[src/rtl/dual_rail_receiver.sv]
// dual_rail_receiver
//   Receiving end of an asynchronous dual-rail link. Every rail is run through
//   a synchronizer, the synchronized bus is checked for codeword completion,
//   and each complete word is decoded into a one-entry valid/ready buffer.
//   The link acknowledge is then returned to the transmitter.
//   ENC selects the protocol:
//     "TP" two-phase: each bit toggles exactly one rail per word.
//     "FP" four-phase: each bit raises one rail, then all rails return to zero.
//
// Ports
//   clk        core clock
//   rst        asynchronous, active-high reset
//   in         dual-rail bus, in[i][1] = true rail, in[i][0] = false rail
//   ack        link acknowledge to the transmitter
//   out_data   decoded word
//   out_valid  out_data holds a word that has not been consumed yet
//   out_ready  consumer takes the word when out_valid & out_ready
//   err        sticky protocol error
//
// Four-phase FSM
//   state       | meaning
//   ------------+---------------------------------------------------------
//   S_IDLE      | ack low, waiting for a complete codeword
//   S_HOLD      | complete codeword seen, output buffer busy, not yet taken
//   S_NULL_WAIT | word taken, ack high, waiting for every rail to return low
//   S_ERR       | protocol violation; frozen until reset
module dual_rail_receiver #(
  parameter string ENC         = "TP",
  parameter int    WIDTH       = 1,
  parameter int    SYNC_STAGES = 2
) (
  input  logic                  clk,
  input  logic                  rst,
  input  logic [WIDTH-1:0][1:0] in,
  output logic                  ack,
  output logic [WIDTH-1:0]      out_data,
  output logic                  out_valid,
  input  logic                  out_ready,
  output logic                  err
);

  if (!(ENC == "TP" || ENC == "FP") || SYNC_STAGES < 2) begin : g_param_check
    $error("dual_rail_receiver: ENC must be \"TP\" or \"FP\" and SYNC_STAGES >= 2");
  end

  localparam bit IS_FP = (ENC == "FP");

  typedef enum logic [1:0] {
    S_IDLE,
    S_HOLD,
    S_NULL_WAIT,
    S_ERR
  } state_t;

  state_t                                 state_q, state_d;
  logic [SYNC_STAGES-1:0][WIDTH-1:0][1:0] sync_q;
  logic [WIDTH-1:0][1:0]                  s;
  logic [WIDTH-1:0][1:0]                  ref_q, ref_d;
  logic [WIDTH-1:0]                       data_q, data_d;
  logic                                   ack_q, ack_d;
  logic                                   valid_q, valid_d;
  logic                                   err_q, err_d;

  logic [WIDTH-1:0] rail_t, rail_f, tog_t, tog_f;
  logic             free, load, err_set;
  logic             fp_complete, fp_illegal, fp_null;
  logic             tp_complete, tp_illegal;

  // The last synchronizer stage is the only view of the bus the logic uses.
  assign s = sync_q[SYNC_STAGES-1];

  always_comb begin
    rail_t = '0;
    rail_f = '0;
    tog_t  = '0;
    tog_f  = '0;
    for (int i = 0; i < WIDTH; i++) begin
      rail_t[i] = s[i][1];
      rail_f[i] = s[i][0];
      tog_t[i]  = s[i][1] ^ ref_q[i][1];
      tog_f[i]  = s[i][0] ^ ref_q[i][0];
    end
  end

  // Four-phase: a bit is complete when exactly one rail is high.
  assign fp_complete = &(rail_t ^ rail_f);
  assign fp_illegal  = |(rail_t & rail_f);
  assign fp_null     = ~|{rail_t, rail_f};

  // Two-phase: a bit is complete when exactly one rail differs from the
  // last accepted rail state.
  assign tp_complete = &(tog_t ^ tog_f);
  assign tp_illegal  = |(tog_t & tog_f);

  assign free = !valid_q || out_ready;

  always_comb begin
    state_d = state_q;
    ref_d   = ref_q;
    data_d  = data_q;
    ack_d   = ack_q;
    load    = 1'b0;
    err_set = 1'b0;

    if (IS_FP) begin
      case (state_q)
        S_IDLE: begin
          if (fp_illegal) begin
            err_set = 1'b1;
            state_d = S_ERR;
          end else if (fp_complete) begin
            if (free) begin
              load    = 1'b1;
              data_d  = rail_t;
              ack_d   = 1'b1;
              state_d = S_NULL_WAIT;
            end else begin
              state_d = S_HOLD;
            end
          end
        end
        S_HOLD: begin
          // A held word that stops being complete can only be a protocol
          // violation: the transmitter may not withdraw data before ack.
          if (fp_illegal || !fp_complete) begin
            err_set = 1'b1;
            state_d = S_ERR;
          end else if (free) begin
            load    = 1'b1;
            data_d  = rail_t;
            ack_d   = 1'b1;
            state_d = S_NULL_WAIT;
          end
        end
        S_NULL_WAIT: begin
          if (fp_illegal) begin
            err_set = 1'b1;
            state_d = S_ERR;
          end else if (fp_null) begin
            ack_d   = 1'b0;
            state_d = S_IDLE;
          end
        end
        default: begin
          state_d = S_ERR;
        end
      endcase
    end else begin
      if (!err_q) begin
        if (tp_illegal) begin
          err_set = 1'b1;
        end else if (tp_complete && free) begin
          load   = 1'b1;
          data_d = tog_t;
          ref_d  = s;
          ack_d  = !ack_q;
        end
      end
    end

    // A load in the same cycle as a consume keeps the buffer full.
    valid_d = load || (valid_q && !out_ready);
    err_d   = err_q || err_set;
  end

  always_ff @(posedge clk or posedge rst) begin
    if (rst) begin
      sync_q  <= '0;
      state_q <= S_IDLE;
      ref_q   <= '0;
      data_q  <= '0;
      ack_q   <= 1'b0;
      valid_q <= 1'b0;
      err_q   <= 1'b0;
    end else begin
      sync_q[0] <= in;
      for (int k = 1; k < SYNC_STAGES; k++) begin
        sync_q[k] <= sync_q[k-1];
      end
      state_q <= state_d;
      ref_q   <= ref_d;
      data_q  <= data_d;
      ack_q   <= ack_d;
      valid_q <= valid_d;
      err_q   <= err_d;
    end
  end

  assign ack       = ack_q;
  assign out_data  = data_q;
  assign out_valid = valid_q;
  assign err       = err_q;

endmodule
[config.mk]
export PLATFORM = sky130hd
export DESIGN_NAME = dual_rail_receiver
export DESIGN_NICKNAME = d
export VERILOG_FILES = /design/src/rtl/dual_rail_receiver.sv
export SDC_FILE = /design/constraint.sdc
export NUM_CORES = 1
export LEC_CHECK = 0
export CAP_MARGIN = 20
export CELL_PAD_IN_SITES_DETAIL_PLACEMENT = 0
export CELL_PAD_IN_SITES_GLOBAL_PLACEMENT = 2
export CORE_AREA = 4 4 41 43
export DETAILED_ROUTE_END_ITERATION = 7
export DIE_AREA = 0 0 45 47
export GPL_ROUTABILITY_DRIVEN = 0
export GPL_TIMING_DRIVEN = 0
export HOLD_SLACK_MARGIN = 0.08
export PLACE_DENSITY_LB_ADDON = 0.1
export SETUP_SLACK_MARGIN = 0.5
export SKIP_CTS_REPAIR_TIMING = 1
export SLEW_MARGIN = 20
export SYNTH_ARGS = -nofsm -noshare
export SYNTH_HDL_FRONTEND = slang
export SYNTH_SLANG_ARGS = --single-unit
[constraint.sdc]
create_clock -name clk -period 4.8 [get_ports clk]
set_clock_uncertainty 0.2 [all_clocks]
set_input_delay 1.44 -clock clk [delete_from_list [all_inputs] [get_ports clk]]
set_output_delay 1.44 -clock clk [all_outputs]
set_load 0.02 [all_outputs]
==> flow_summary.yaml <==
route:
  wl_met3_um: 39
  drc: 0
  wl_met2_um: 262
  routed_wirelength_um: 551
  drtPass1Iterations: 1
  dr_total_vias: 207
  wl_met1_um: 233
  routedWlPerCell_um: 10.8
  highest_layer: "met4"
  drtIter0Drc: 0
  routed_via_density: 4.06
  ant_nets: 0
clock_tree:
  cts-htree-levels: 1
  numCtsBuffers: 3
  tritoncts: "yes"
  clk_latency_ps: 260
  clock_path_buffers: 2
  path_clk_slew_ps: 60
  cts_sinks: 10
  clock-root-buffer: "clkbuf_4"
cells_and_area:
  antenna_cells: 0
  nets: 43
  layout-drive-gt1-share_pct: 16.7
  final_util_pct: 39.0
  n_fill_cell: 134
  multi_input_area_um2: 115
  seq_area_um2: 250
  area_growth_pct: 36.2
yosys:
  async_flop_share_pct: 100
  yosys_warnings: 0
  yosysTopAreaCell: "dfrtp_1"
  yosys.area_share.simple_pct: 11.4
  syn_nets: 30
  synth_cells: 24
  synth.avg_cell_area_um2: 15.5
  yosys-top-cells-count: "dfrtp_1, mux2_1, inv_1, nand2_1, xor2_1"
  yosysTopAreaCellShare_pct: 67.1
  ys_seq_elements: 10
  synth_cell_types: 10
  synth_seq_area_share_pct: 67.1
  synth_edf_count: 0
  synthTopCellsByArea: "dfrtp_1, mux2_1, nand3_4, xor2_1, ha_1"
  synth.most_common_cell: "dfrtp_1"
  synth_compound_area_share_pct: 0
  synthMuxAreaShare_pct: 9.06
  ys.flop_type: "dfrtp_1"
  netlist_area_um2: 373
  synth_fa_ha_area_share_pct: 3.36
  synth_top_family_by_area: "simple AND/OR/NAND/NOR gates"
  synthXorXnorAreaFrac_pct: 7.05
global_routing:
  antenna_found_initial: 0
  grt_pass1_wl_um: 924
  grt_max_degree: 11
  overflow: 0
  grt_pass1_vias: 227
  grt_use_total_pct: 6.72
floorplan:
  std_cell_rows: 13
  fp.dieH_um: 47
  io_pins: 9
  core_mm2: 0.00130
  initial_core_util_pct: 28.7
  die_w_um: 45
  dieArea_mm2: 0.00212
timing:
  hold_viol_final: 0
  slew_headroom_pct: 75.2
  max_freq_mhz: 344
  fin_crit_sh_pct: 60.6
  rsz0062_at_grt: "false"
  min_period_ps: 2910
  setup_viol: 0
  tns_ps: 0
  worst_pin_slew_ps: 372
  setup_ws_ps: 1890
  final_max_slew_viol_count: 0
pwr:
  cellLeakagePower_nw: 0.224
  finalPower_w: 0.000262
  peakVddDrop_v: 0.000178
  power_density_mw_per_mm2: 516
status:
  status: "finished, final reports clean"
critical_path:
  cp.arrival_ps: 1270
  reg2reg_to: "out_data"
  path_delay_family: "buffers and inverters"
  reg2reg_depth: 5
  critPathBufInv: 1
  crit_chain: "clkdlybuf4s50_1"
  crit_required_ps: 3160
  r2r_slack_ps: 3090
  crit_type: "register to primary output"
  crit_start: "err"
  cp_slowest_cell: "clkdlybuf4s50_1"
  cp-end-kind: "primary output"
  worst_r2r_startpoint: "ref_q[1]"
  cp.depth: 1
  cp-endpoint: "err"
  cp-start-kind: "register"
  critPathMaxFanout: 2
  critPathMaxStageDelay_ps: 620
worst_hold_path:
  min-delay-start: "sync_q[0]"
  min_path_type: "register to register"
place:
  io_buffers: 8
  dp_worst_setup_slack_ps: 1960
job:
  cap_violations: 0
[worst min path at each step]
stage	to	cells past startpoint
floorplan	s[0]	0
finish	s[0]	0
detailed placement	s[1]	0
CTS	s[0]	0
global route	s[0]	0
global placement	s[0]	0
[cell usage in the layout (no fill, tap or decap)]
cell	instances
clkbuf_8	1
nand2b_1	1
mux2_1	3
dfrtp_1	10
inv_1	2
clkdlybuf4s50_1	8
nand3_4	1
xnor2_1	1
ha_1	1
xor2_1	2
nor2_4	1
nand2_1	2
clkbuf_4	3
[kinds of logic after synthesis]
family        after synthesis
flops                      10
fa+ha+maj                   1
simple gates                5
buf+inv                     2
xor+xnor                    3
mux                         3
[flip-flops by register name (all words and copies together), names as in the netlist]
signal and count:
sync_q 2, err 1, ack 1, s 2, ref_q 2, out_data 1, out_valid 1
[per-layer routing]
layer  global-route usage [%]  up-vias
met5                        0        -
met4                     7.02        0
li1                         -      102
met3                     2.30        2
met1                     7.31       94
met2                     9.89        9
[layout make-up]
cell class | instances | share of cell area (%)
Sequential cell | 10 | 49.3
Multi-Input combinational cell | 12 | 22.7
Timing Repair Buffer | 8 | 15.8
Clock buffer | 4 | 7.14
Tap cell | 15 | 3.69
Inverter | 2 | 1.48
[stage by stage]
stage	area (um^2)	hold WS [ps]	instances
6_report	508	150	51
2_1_floorplan	373	131	24
3_5_place_dp	472	137	47
4_1_cts	508	153	51
3_3_place_gp	472	134	47
5_1_grt	508	165	51
[report_power, final]
group	internal, W	switching [W]	total [W]	leakage [nW]
registers	0.000103	0.0000104	0.000113	0.118
clock network	0.0000460	0.0000280	0.0000741	0.0210
logic	0.0000381	0.0000367	0.0000748	0.0846
Power figures use the tool's default switching activity.
==> edit: new RTL, same flow settings <==
Change the parameter `SYNC_STAGES` from 2 to 4.
--- a/src/rtl/dual_rail_receiver.sv
+++ b/src/rtl/dual_rail_receiver.sv
@@ -28,5 +28,5 @@
   parameter string ENC         = "TP",
   parameter int    WIDTH       = 1,
-  parameter int    SYNC_STAGES = 2
+  parameter int    SYNC_STAGES = 4
 ) (
   input  logic                  clk,
Function: changed (Yosys sat finds a counterexample within 4 cycles, from zero or initial values and one cycle with rst high).
==> edit against the unedited design <==
Synthesized cell count increased by 17%; design area increased by 17%; wire length increased by 9.4%; setup slack got worse by 0.010 ns; sequential power increased by 32%; highest routed layer is now met3; power increased by 8.7%; sequential cell count increased by 4; synthesized area increased by 27%; largest cell class unchanged.
==> edit: results (changes against the unedited design) <==
Yosys:
- The xor/xnor share of the synthesized area is 5.56% (-1.5 points).
- The compound-cell area share of the yosys netlist is 0% (unchanged).
- After synthesis, the cell types taking the most area are dfrtp_1 74%, mux2_1 7.1%, nand3_4 3.7%.
- The average cell area after synthesis is 16.9 um2 (+8.7%).
- The share of cell area taken by muxes after synthesis was 7.14% (-1.9 points).
- Ranked by instance count, the synthesized netlist is headed by 14 x dfrtp_1, 3 x mux2_1, 2 x inv_1, 2 x nand2_1, 2 x xor2_1.
- The share of the yosys chip area belonging to registers is 74.1% (+7.0 points).
- The share of synthesized cell area in full adder, half adder and majority cells came to 2.65% (-0.71 points).
- The net count after synthesis is 34 (+13%).
- The proportion of register bits with asynchronous set or reset after synthesis is 100% (unchanged).

Timing:
- The worst max-slew margin expressed relative to the limit is 66.5% (-8.7 points).
- The final critical-path share of the clock period was 60.8% (+0.21 points).

Finish:
- The net total in the final layout was 47 (+9.3%).
- The diode insertion count for antenna repair is 0 (unchanged).
- The fraction of final layout cells sized beyond drive strength 1 came to 12.8% (-3.8 points).

Routing:
- The overall via count from detail_route was 244 (+18%).
- The wire length the detailed router placed on met1 is 262 um (+12%).
- The number of iterations in the first detailed-routing pass was 3 (+2).
- The total wire length after detailed routing is 603 um (+9.4%).
- The DRC violation total after the first TritonRoute iteration is 3 (+3).
- The met2 wirelength from detailed routing is 296 um (+13%).
- The detailed router used layers up to and including met3.
- The total met3 wirelength after detailed routing is 44 um (+13%).
- The vias per cell is 4.52 (+11%).

Global routing:
- The aggregate global-route resource usage was 7.33% (+0.61 points).
- The wire length of the first global-routing pass is 986 um (+6.7%).
- The maximum number of pins on one net before global-route repair was 15 (+4).
- The met1 global-route usage is 9.16% (+1.8 points).
- The met3 track demand over resource in global routing came to 2.30% (unchanged).
- The global routing stage identified its most utilized layer as met1.
- The met2 track utilization from global routing was 9.04% (-0.85 points).

Outcome:
- The run finished with clean final reports.

Job:
- The number of max-cap violations is 0 (unchanged).

Placement:
- The placed cell area is 572 um2 (+21%).
- The post-place setup slack is 1.96 ns (+0.00101 ns).
- Summed over all nets, the half-perimeter wirelength after detailed placement is 465 um.
- The number of placed instances with taps included was 51 (+8.5%).

Power and ir drop:
- The peak ir drop on the vdd network was 0.170 mV (-4.0%).
- The static leakage power is 0.263 nW (+17%).

Clock network:
- Clock-pin slew was measured on the worst setup and hold paths at 0.07 ns.
- The total number of H-tree levels is 1 (unchanged).
- The number of buffers created by CTS is 3 (unchanged).
- The clock latency reported for the late side of the worst-skew pair is 0.27 ns.
- The library cell used as clock root buffer is clkbuf_4.

Critical path:
- The cell depth of the worst flop-to-flop path is 5 (unchanged).
- The worst register-to-register path begins at ref_q[1].
- The maximum fanout along the worst path is 2 (unchanged).
- The endpoint identified for the worst register-to-register timing path is ref_q[0].
==> edit: final cells by class <==
| type | count | area (um2) |
|---|---|---|
| clock buffers | 3 | 22.5 |
| fillers | 122 | 707 |
| inverters | 2 | 7.51 |
| multi-input cells | 12 | 115 |
| flip-flops and latches | 14 | 350 |
| well taps | 15 | 18.8 |
| repair buffers | 8 | 80.1 |
==> edit: worst min-delay path by stage <==
stage	from	end	slack [ns]	cells past startpoint
2_1_floorplan	sync_q[4]	s[0]	0.13	0
3_3_place_gp	sync_q[5]	s[1]	0.13	0
3_5_place_dp	sync_q[3]	sync_q[5]	0.14	0
4_1_cts	sync_q[3]	sync_q[5]	0.15	0
5_1_grt	sync_q[3]	sync_q[5]	0.16	0
6_report	sync_q[5]	s[1]	0.15	0
==> edit: report_power, final <==
group          switching, mW  internal (mW)
logic                 0.0369         0.0381
registers             0.0111          0.138
clock network         0.0318         0.0290
total                 0.0798          0.205
